--- src/rtl/food_spawner_pkg.sv ---
// Shared defaults and FSM encoding for the food spawner and the grid cursor.
package food_pkg;

    localparam int GRID_W_DEF    = 40;
    localparam int GRID_H_DEF    = 30;
    localparam int XW_DEF        = 6;
    localparam int YW_DEF        = 5;
    localparam int MAX_TRIES_DEF = 8;

    typedef enum logic [2:0] {
        IDLE,
        SAMPLE,
        QUERY,
        SCAN_STEP,
        SCAN_QUERY
    } state_t;

endpackage

--- src/rtl/food_spawner_if.sv ---
// Occupancy lookup handshake between the spawner and the snake body store.
interface food_spawner_if #(
    parameter int XW = 6,
    parameter int YW = 5
) ();
    logic          occ_req;
    logic [XW-1:0] occ_x;
    logic [YW-1:0] occ_y;
    logic          occ_ack;
    logic          occ_hit;

    modport master (
        output occ_req, occ_x, occ_y,
        input  occ_ack, occ_hit
    );

    modport slave (
        input  occ_req, occ_x, occ_y,
        output occ_ack, occ_hit
    );
endinterface

--- src/rtl/food_spawner_grid_cursor.sv ---
// Registered grid coordinate with parallel load and raster-order wrap increment.
module grid_cursor
    import food_pkg::*;
#(
    parameter int W  = GRID_W_DEF,
    parameter int H  = GRID_H_DEF,
    parameter int XW = XW_DEF,
    parameter int YW = YW_DEF
) (
    input  logic          clk,
    input  logic          rst,
    input  logic          load,
    input  logic [XW-1:0] load_x,
    input  logic [YW-1:0] load_y,
    input  logic          step,
    output logic [XW-1:0] x,
    output logic [YW-1:0] y
);
    localparam logic [XW-1:0] X_LAST = XW'(W - 1);
    localparam logic [YW-1:0] Y_LAST = YW'(H - 1);

    always_ff @(posedge clk) begin
        if (rst) begin
            x <= '0;
            y <= '0;
        end else if (load) begin
            x <= load_x;
            y <= load_y;
        end else if (step) begin
            if (x == X_LAST) begin
                x <= '0;
                y <= (y == Y_LAST) ? '0 : y + 1'b1;
            end else begin
                x <= x + 1'b1;
            end
        end
    end
endmodule

--- src/rtl/food_spawner.sv ---
// Picks a free food cell: random PRNG candidates first, then a raster scan
// fallback after MAX_TRIES occupied hits so the search always terminates.
module food_spawner
    import food_pkg::*;
#(
    parameter int GRID_W    = GRID_W_DEF,
    parameter int GRID_H    = GRID_H_DEF,
    parameter int XW        = XW_DEF,
    parameter int YW        = YW_DEF,
    parameter int MAX_TRIES = MAX_TRIES_DEF
) (
    input  logic                 clk,
    input  logic                 rst,
    input  logic                 spawn_req,
    input  logic [15:0]          prng_in,
    food_spawner_if.master       occ,
    output logic [XW-1:0]        food_x,
    output logic [YW-1:0]        food_y,
    output logic                 food_valid,
    output logic                 busy,
    output logic                 done,
    output logic                 board_full
);
    localparam int CELLS = GRID_W * GRID_H;
    localparam int SW    = $clog2(CELLS);
    localparam int TW    = $clog2(MAX_TRIES + 1);

    localparam logic [XW-1:0] X_LAST    = XW'(GRID_W - 1);
    localparam logic [YW-1:0] Y_LAST    = YW'(GRID_H - 1);
    localparam logic [TW-1:0] T_LAST    = TW'(MAX_TRIES - 1);
    localparam logic [SW-1:0] SCAN_LAST = SW'(CELLS - 1);

    state_t        state, state_next;
    logic [TW-1:0] tries;
    logic [SW-1:0] scan_cnt;
    logic [XW-1:0] cand_x, cur_x;
    logic [YW-1:0] cand_y, cur_y;
    logic          cand_ok;
    logic          commit, rand_hit, scan_hit;

    assign cand_x  = prng_in[XW-1:0];
    assign cand_y  = prng_in[XW+YW-1:XW];
    assign cand_ok = (cand_x <= X_LAST) && (cand_y <= Y_LAST);

    generate
        if (XW + YW < 16) begin : g_spare
            logic unused_prng;
            assign unused_prng = ^prng_in[15:XW+YW];
        end
    endgenerate

    // Handshake outcomes; occ_ack only matters while a query is outstanding.
    assign commit   = (state == QUERY || state == SCAN_QUERY) && occ.occ_ack && !occ.occ_hit;
    assign rand_hit = (state == QUERY) && occ.occ_ack && occ.occ_hit;
    assign scan_hit = (state == SCAN_QUERY) && occ.occ_ack && occ.occ_hit;

    grid_cursor #(
        .W  (GRID_W),
        .H  (GRID_H),
        .XW (XW),
        .YW (YW)
    ) u_cursor (
        .clk    (clk),
        .rst    (rst),
        .load   ((state == SAMPLE) && cand_ok),
        .load_x (cand_x),
        .load_y (cand_y),
        .step   (state == SCAN_STEP),
        .x      (cur_x),
        .y      (cur_y)
    );

    always_ff @(posedge clk) begin
        if (rst) state <= IDLE;
        else     state <= state_next;
    end

    always_comb begin
        state_next = state;
        unique case (state)
            IDLE:       if (spawn_req) state_next = SAMPLE;
            SAMPLE:     if (cand_ok) state_next = QUERY;
            QUERY: begin
                if (occ.occ_ack) begin
                    if (!occ.occ_hit)        state_next = IDLE;
                    else if (tries == T_LAST) state_next = SCAN_STEP;
                    else                      state_next = SAMPLE;
                end
            end
            SCAN_STEP:  state_next = SCAN_QUERY;
            SCAN_QUERY: begin
                if (occ.occ_ack) begin
                    if (!occ.occ_hit)              state_next = IDLE;
                    else if (scan_cnt == SCAN_LAST) state_next = IDLE;
                    else                            state_next = SCAN_STEP;
                end
            end
            default:    state_next = IDLE;
        endcase
    end

    always_comb begin
        occ.occ_req = (state == QUERY) || (state == SCAN_QUERY);
        occ.occ_x   = cur_x;
        occ.occ_y   = cur_y;
        busy        = (state != IDLE);
    end

    always_ff @(posedge clk) begin
        if (rst) begin
            tries      <= '0;
            scan_cnt   <= '0;
            food_x     <= '0;
            food_y     <= '0;
            food_valid <= 1'b0;
            done       <= 1'b0;
            board_full <= 1'b0;
        end else begin
            done       <= commit;
            board_full <= scan_hit && (scan_cnt == SCAN_LAST);
            if ((state == IDLE) && spawn_req) begin
                tries      <= '0;
                food_valid <= 1'b0;
            end
            if (rand_hit) begin
                tries <= tries + 1'b1;
                if (tries == T_LAST) scan_cnt <= '0;
            end
            if (scan_hit) scan_cnt <= scan_cnt + 1'b1;
            if (commit) begin
                food_x     <= cur_x;
                food_y     <= cur_y;
                food_valid <= 1'b1;
            end
        end
    end
endmodule

--- src/flat_wrapper.sv ---
// flat-port wrapper written by rule: the top's interface ports become plain ports
module food_spawner_flat import food_pkg::*;
#(
    parameter int GRID_W    = GRID_W_DEF,
    parameter int GRID_H    = GRID_H_DEF,
    parameter int XW        = XW_DEF,
    parameter int YW        = YW_DEF,
    parameter int MAX_TRIES = MAX_TRIES_DEF
)
  (clk, rst, spawn_req, prng_in, food_x, food_y, food_valid, busy, done, board_full, occ_occ_req, occ_occ_x, occ_occ_y, occ_occ_ack, occ_occ_hit);
  food_spawner_if #(.XW(XW), .YW(YW)) occ_i ();
  input  logic clk;
  input  logic rst;
  input  logic spawn_req;
  input  logic [15:0] prng_in;
  output logic [XW-1:0] food_x;
  output logic [YW-1:0] food_y;
  output logic food_valid;
  output logic busy;
  output logic done;
  output logic board_full;
  output wire logic [$bits(occ_i.occ_req)-1:0] occ_occ_req;
  output wire logic [$bits(occ_i.occ_x)-1:0] occ_occ_x;
  output wire logic [$bits(occ_i.occ_y)-1:0] occ_occ_y;
  input wire logic [$bits(occ_i.occ_ack)-1:0] occ_occ_ack;
  input wire logic [$bits(occ_i.occ_hit)-1:0] occ_occ_hit;
  assign occ_occ_req = occ_i.occ_req;
  assign occ_occ_x = occ_i.occ_x;
  assign occ_occ_y = occ_i.occ_y;
  assign occ_i.occ_ack = occ_occ_ack;
  assign occ_i.occ_hit = occ_occ_hit;
  food_spawner #(.GRID_W(GRID_W), .GRID_H(GRID_H), .XW(XW), .YW(YW), .MAX_TRIES(MAX_TRIES)) u_core (.clk(clk), .rst(rst), .spawn_req(spawn_req), .prng_in(prng_in), .occ(occ_i), .food_x(food_x), .food_y(food_y), .food_valid(food_valid), .busy(busy), .done(done), .board_full(board_full));
endmodule
--- config.mk ---
export PLATFORM = sky130hd
export DESIGN_NAME = food_spawner_flat
export DESIGN_NICKNAME = d
export VERILOG_FILES = /design/src/rtl/food_spawner_pkg.sv /design/src/rtl/food_spawner_if.sv /design/src/rtl/food_spawner_grid_cursor.sv /design/src/rtl/food_spawner.sv /design/src/flat_wrapper.sv
export SDC_FILE = /design/constraint.sdc
export NUM_CORES = 1
export LEC_CHECK = 0
export ABC_CLOCK_PERIOD_IN_PS = 2130
export BUFFER_PORTS_ARGS = -buffer_cell sky130_fd_sc_hd__buf_2
export CORE_ASPECT_RATIO = 0.6
export CORE_UTILIZATION = 54
export DETAILED_ROUTE_END_ITERATION = 12
export HOLD_SLACK_MARGIN = 0.15
export PLACE_DENSITY = 0.79
export REMOVE_ABC_BUFFERS = 1
export SETUP_SLACK_MARGIN = 0.1
export SLEW_MARGIN = 0
export SYNTH_ARGS = -nofsm -noshare
export SYNTH_HDL_FRONTEND = slang
export SYNTH_SLANG_ARGS = --single-unit
--- constraint.sdc ---
create_clock -name clk -period 2.13 [get_ports clk]
set_input_delay 0.426 -clock clk [delete_from_list [all_inputs] [get_ports clk]]
set_output_delay 0.426 -clock clk [all_outputs]
set_load 0.01 [all_outputs]
==> flow_metrics.tcl <==
set metrics [dict create \
    floorplan.initialDensity 0.583 \
    hp-class "in2reg" \
    synth_cell_types 50 \
    cts.sinks 43 \
    drt_wl_total_um 5020 \
    status "finished, violations left" \
    drt_iter0_markers 150 \
    core_area_sq_um 3790 \
    grt_max_degree 21 \
    fmax_ghz 0.537 \
    via_count 2059 \
    netlist_top_cells_count "dfxtp_1, nor2_1, a21oi_1" \
    nets 328 \
    violations "DRC" \
    row_count 17 \
    gp_congestion 0.828 \
    die_w_um 84.5 \
    synth_area_leaders "dfxtp_1, nor2_1, mux2i_1" \
    drive_above_1_share 0.206 \
    setup_viol 0 \
    synth-main-ff-cell "dfxtp_1" \
    clockPowerShare 0.306 \
    hold_slack_ns 0.391 \
    post_cts_buffers 0 \
    total_power_mw 1.55 \
    relSlewSlack 0.693 \
    drc 4 \
    syn_area_per_cell_sq_um 8.46 \
    grtUsageTotal 0.242 \
    hpwl_um 3630 \
    pwr-share-comb 0.133 \
    cts_tree "yes" \
    hold_buffers 0 \
    power.internal_mw 1.14 \
    ys_warn_count 0 \
    required_ns 2.30 \
    die-area_sq_um 4360 \
    fin_worst_skew_ns 0.00599 \
    io_buffers 42 \
    grt_pass1_vias 1796 \
    min_period_ns 1.86 \
    slew_viol_final 0 \
    endpoint_kind "register" \
    hold_viol_final 0 \
    clock_path_buffers 2 \
    ant_nets 0 \
    path_max_fanout 8 \
    rsz0062_at_grt "no" \
    routedWlPerCell_um 14.4 \
    clockRootBuffer "clkbuf_8" \
    irDropWorstVdd_mv 0.325 \
    gr-total-overflow 0 \
    pwr-share-seq 0.560 \
    synthCells 261 \
    die_height_um 51.5 \
    cts_resized 0 \
    clk_pin_slew_ns 0.08 \
    htreeDepth 2 \
    switchingPower_mw 0.418 \
    synth_edf_count 0 \
    start_kind "register" \
    ys_ff_latch 43 \
    yosysMostFrequentCell "dfxtp_1" \
    synth_top_area_cell "dfxtp_1" \
    avgViaCountPerCell 5.92 \
    worst_pin_slew_ns 0.459 \
    grt_antenna_before_repair 0 \
    synth_area_sq_um 2210 \
    crit_arrival_ns 2.03 \
    nFillCells 318 \
    power_density_nw_per_um2 620 \
    syn2layout_area_growth_pct 13.5 \
    leakagePower_nw 1.00 \
    io_pins 48 \
    cap_violations 0 \
    drt-pass1-iter-count 9 \
    antenna_cells 0 \
    fin_crit_sh 0.874 \
    setup_tns_ns 0 \
    clk_latency_ns 0.29 \
    p_sw_frac 0.269 \
    async_flop_share 0 \
    numCtsBuffers 5 \
    synth-seq-area-share 0.390 \
    path_class "reg2reg" \
    synth_top_area_frac 0.390 \
    grt_pass1_wl_um 8220 \
]
-- logic make-up after synthesis --
family | after synthesis | synth area share
and+or+nand+nor | 111 | 0.270
AOI/OAI and AO/OA | 66 | 0.189
DFF | 43 | 0.390
buffers and inverters | 20 | 0.0522
muxes | 12 | 0.0544
adders and majority gates | 5 | 0.0283
xor gates and xnor gates | 4 | 0.0159
-- layer usage --
| metal | track usage | vias to the layer above | routed length (um) | share of wire |
|---|---|---|---|---|
| li1 | - | 1044 | - | - |
| met1 | 0.361 | 932 | 2560 | 0.51 |
| met2 | 0.346 | 78 | 2040 | 0.41 |
| met3 | 0.0524 | 5 | 376 | 0.075 |
| met4 | 0.0791 | 0 | 40 | 0.0080 |
| met5 | 0 | - | 0 | 0 |
-- cells in the final DEF (no fill, tap or decap), drive strengths merged, types with 2 or more instances in the layout --
cell type,n
nor2b,4
xor2,2
dfxtp,43
o31ai,2
buf,49
a311oi,2
nor3,7
nor2,36
and3,4
clkbuf,6
nand3,10
mux2i,12
o311ai,2
nand3b,6
a31oi,9
or4b,2
nor3b,2
a21oi,23
a211oi,9
nand2,19
and2,3
and4,2
ha,5
inv,5
or4,2
a22oi,3
and4bb,2
xnor2,2
o21ai,10
nand4,5
-- path summary, 6_finish.rpt --
check,from,end,slack (ns),cells past startpoint
worst max-delay path,u_core.state[1],u_core.scan_cnt[2],0.27,5
worst min-delay path,prng_in[3],u_core.u_cursor.x[3],0.39,3
worst max register to register,u_core.state[1],u_core.scan_cnt[2],0.27,5
worst min register to register,u_core.scan_cnt[1],u_core.scan_cnt[1],0.47,2
-- cell type report --
cell class	instances	area (sq um)	area share
inverters	5	18.8	0.00749
flip-flops and latches	43	862	0.344
repair buffers	49	263	0.105
well taps	47	58.8	0.0235
clock buffers	6	72.6	0.0290
multi-input cells	198	1230	0.491
-- stage by stage --
step	instance area [sq um]	cells	worst slack [ns]	utilization
finish	2510	348	0.268	0.662
global route	2510	348	0.190	0.662
CTS	2500	348	0.249	0.662
detailed placement	2430	342	0.265	0.642
global placement	2430	342	0.304	0.642
floorplan	2110	246	0.426	-
-- critical path: stages (launching register included) --
cell	delay [ns]
dfxtp_1	0.42
nor2b_1	0.37
nand4_1	0.29
and2_1	0.34
o21ai_0	0.23
a21oi_1	0.09
-- state kept, by name, summed over array words and instances (netlist names) --
signal	flops
u_core.scan_cnt	11
u_core.food_x	6
u_core.tries	4
u_core.u_cursor.y	5
u_core.done	1
u_core.u_cursor.x	6
u_core.food_y	5
u_core.food_valid	1
u_core.board_full	1
u_core.state	3
-- power by group through the flow --
stage / registers [mW] / logic, mW / clock network [mW]
6_report: 0.871 / 0.207 / 0.476
5_1_grt: 0.876 / 0.227 / 0.522
4_1_cts: 0.868 / 0.206 / 0.486
3_5_place_dp: 0.887 / 0.204 / 0
3_3_place_gp: 0.886 / 0.200 / 0
2_1_floorplan: 0.888 / 0.107 / 0
Note: power is estimated with default switching activity, not from simulation.
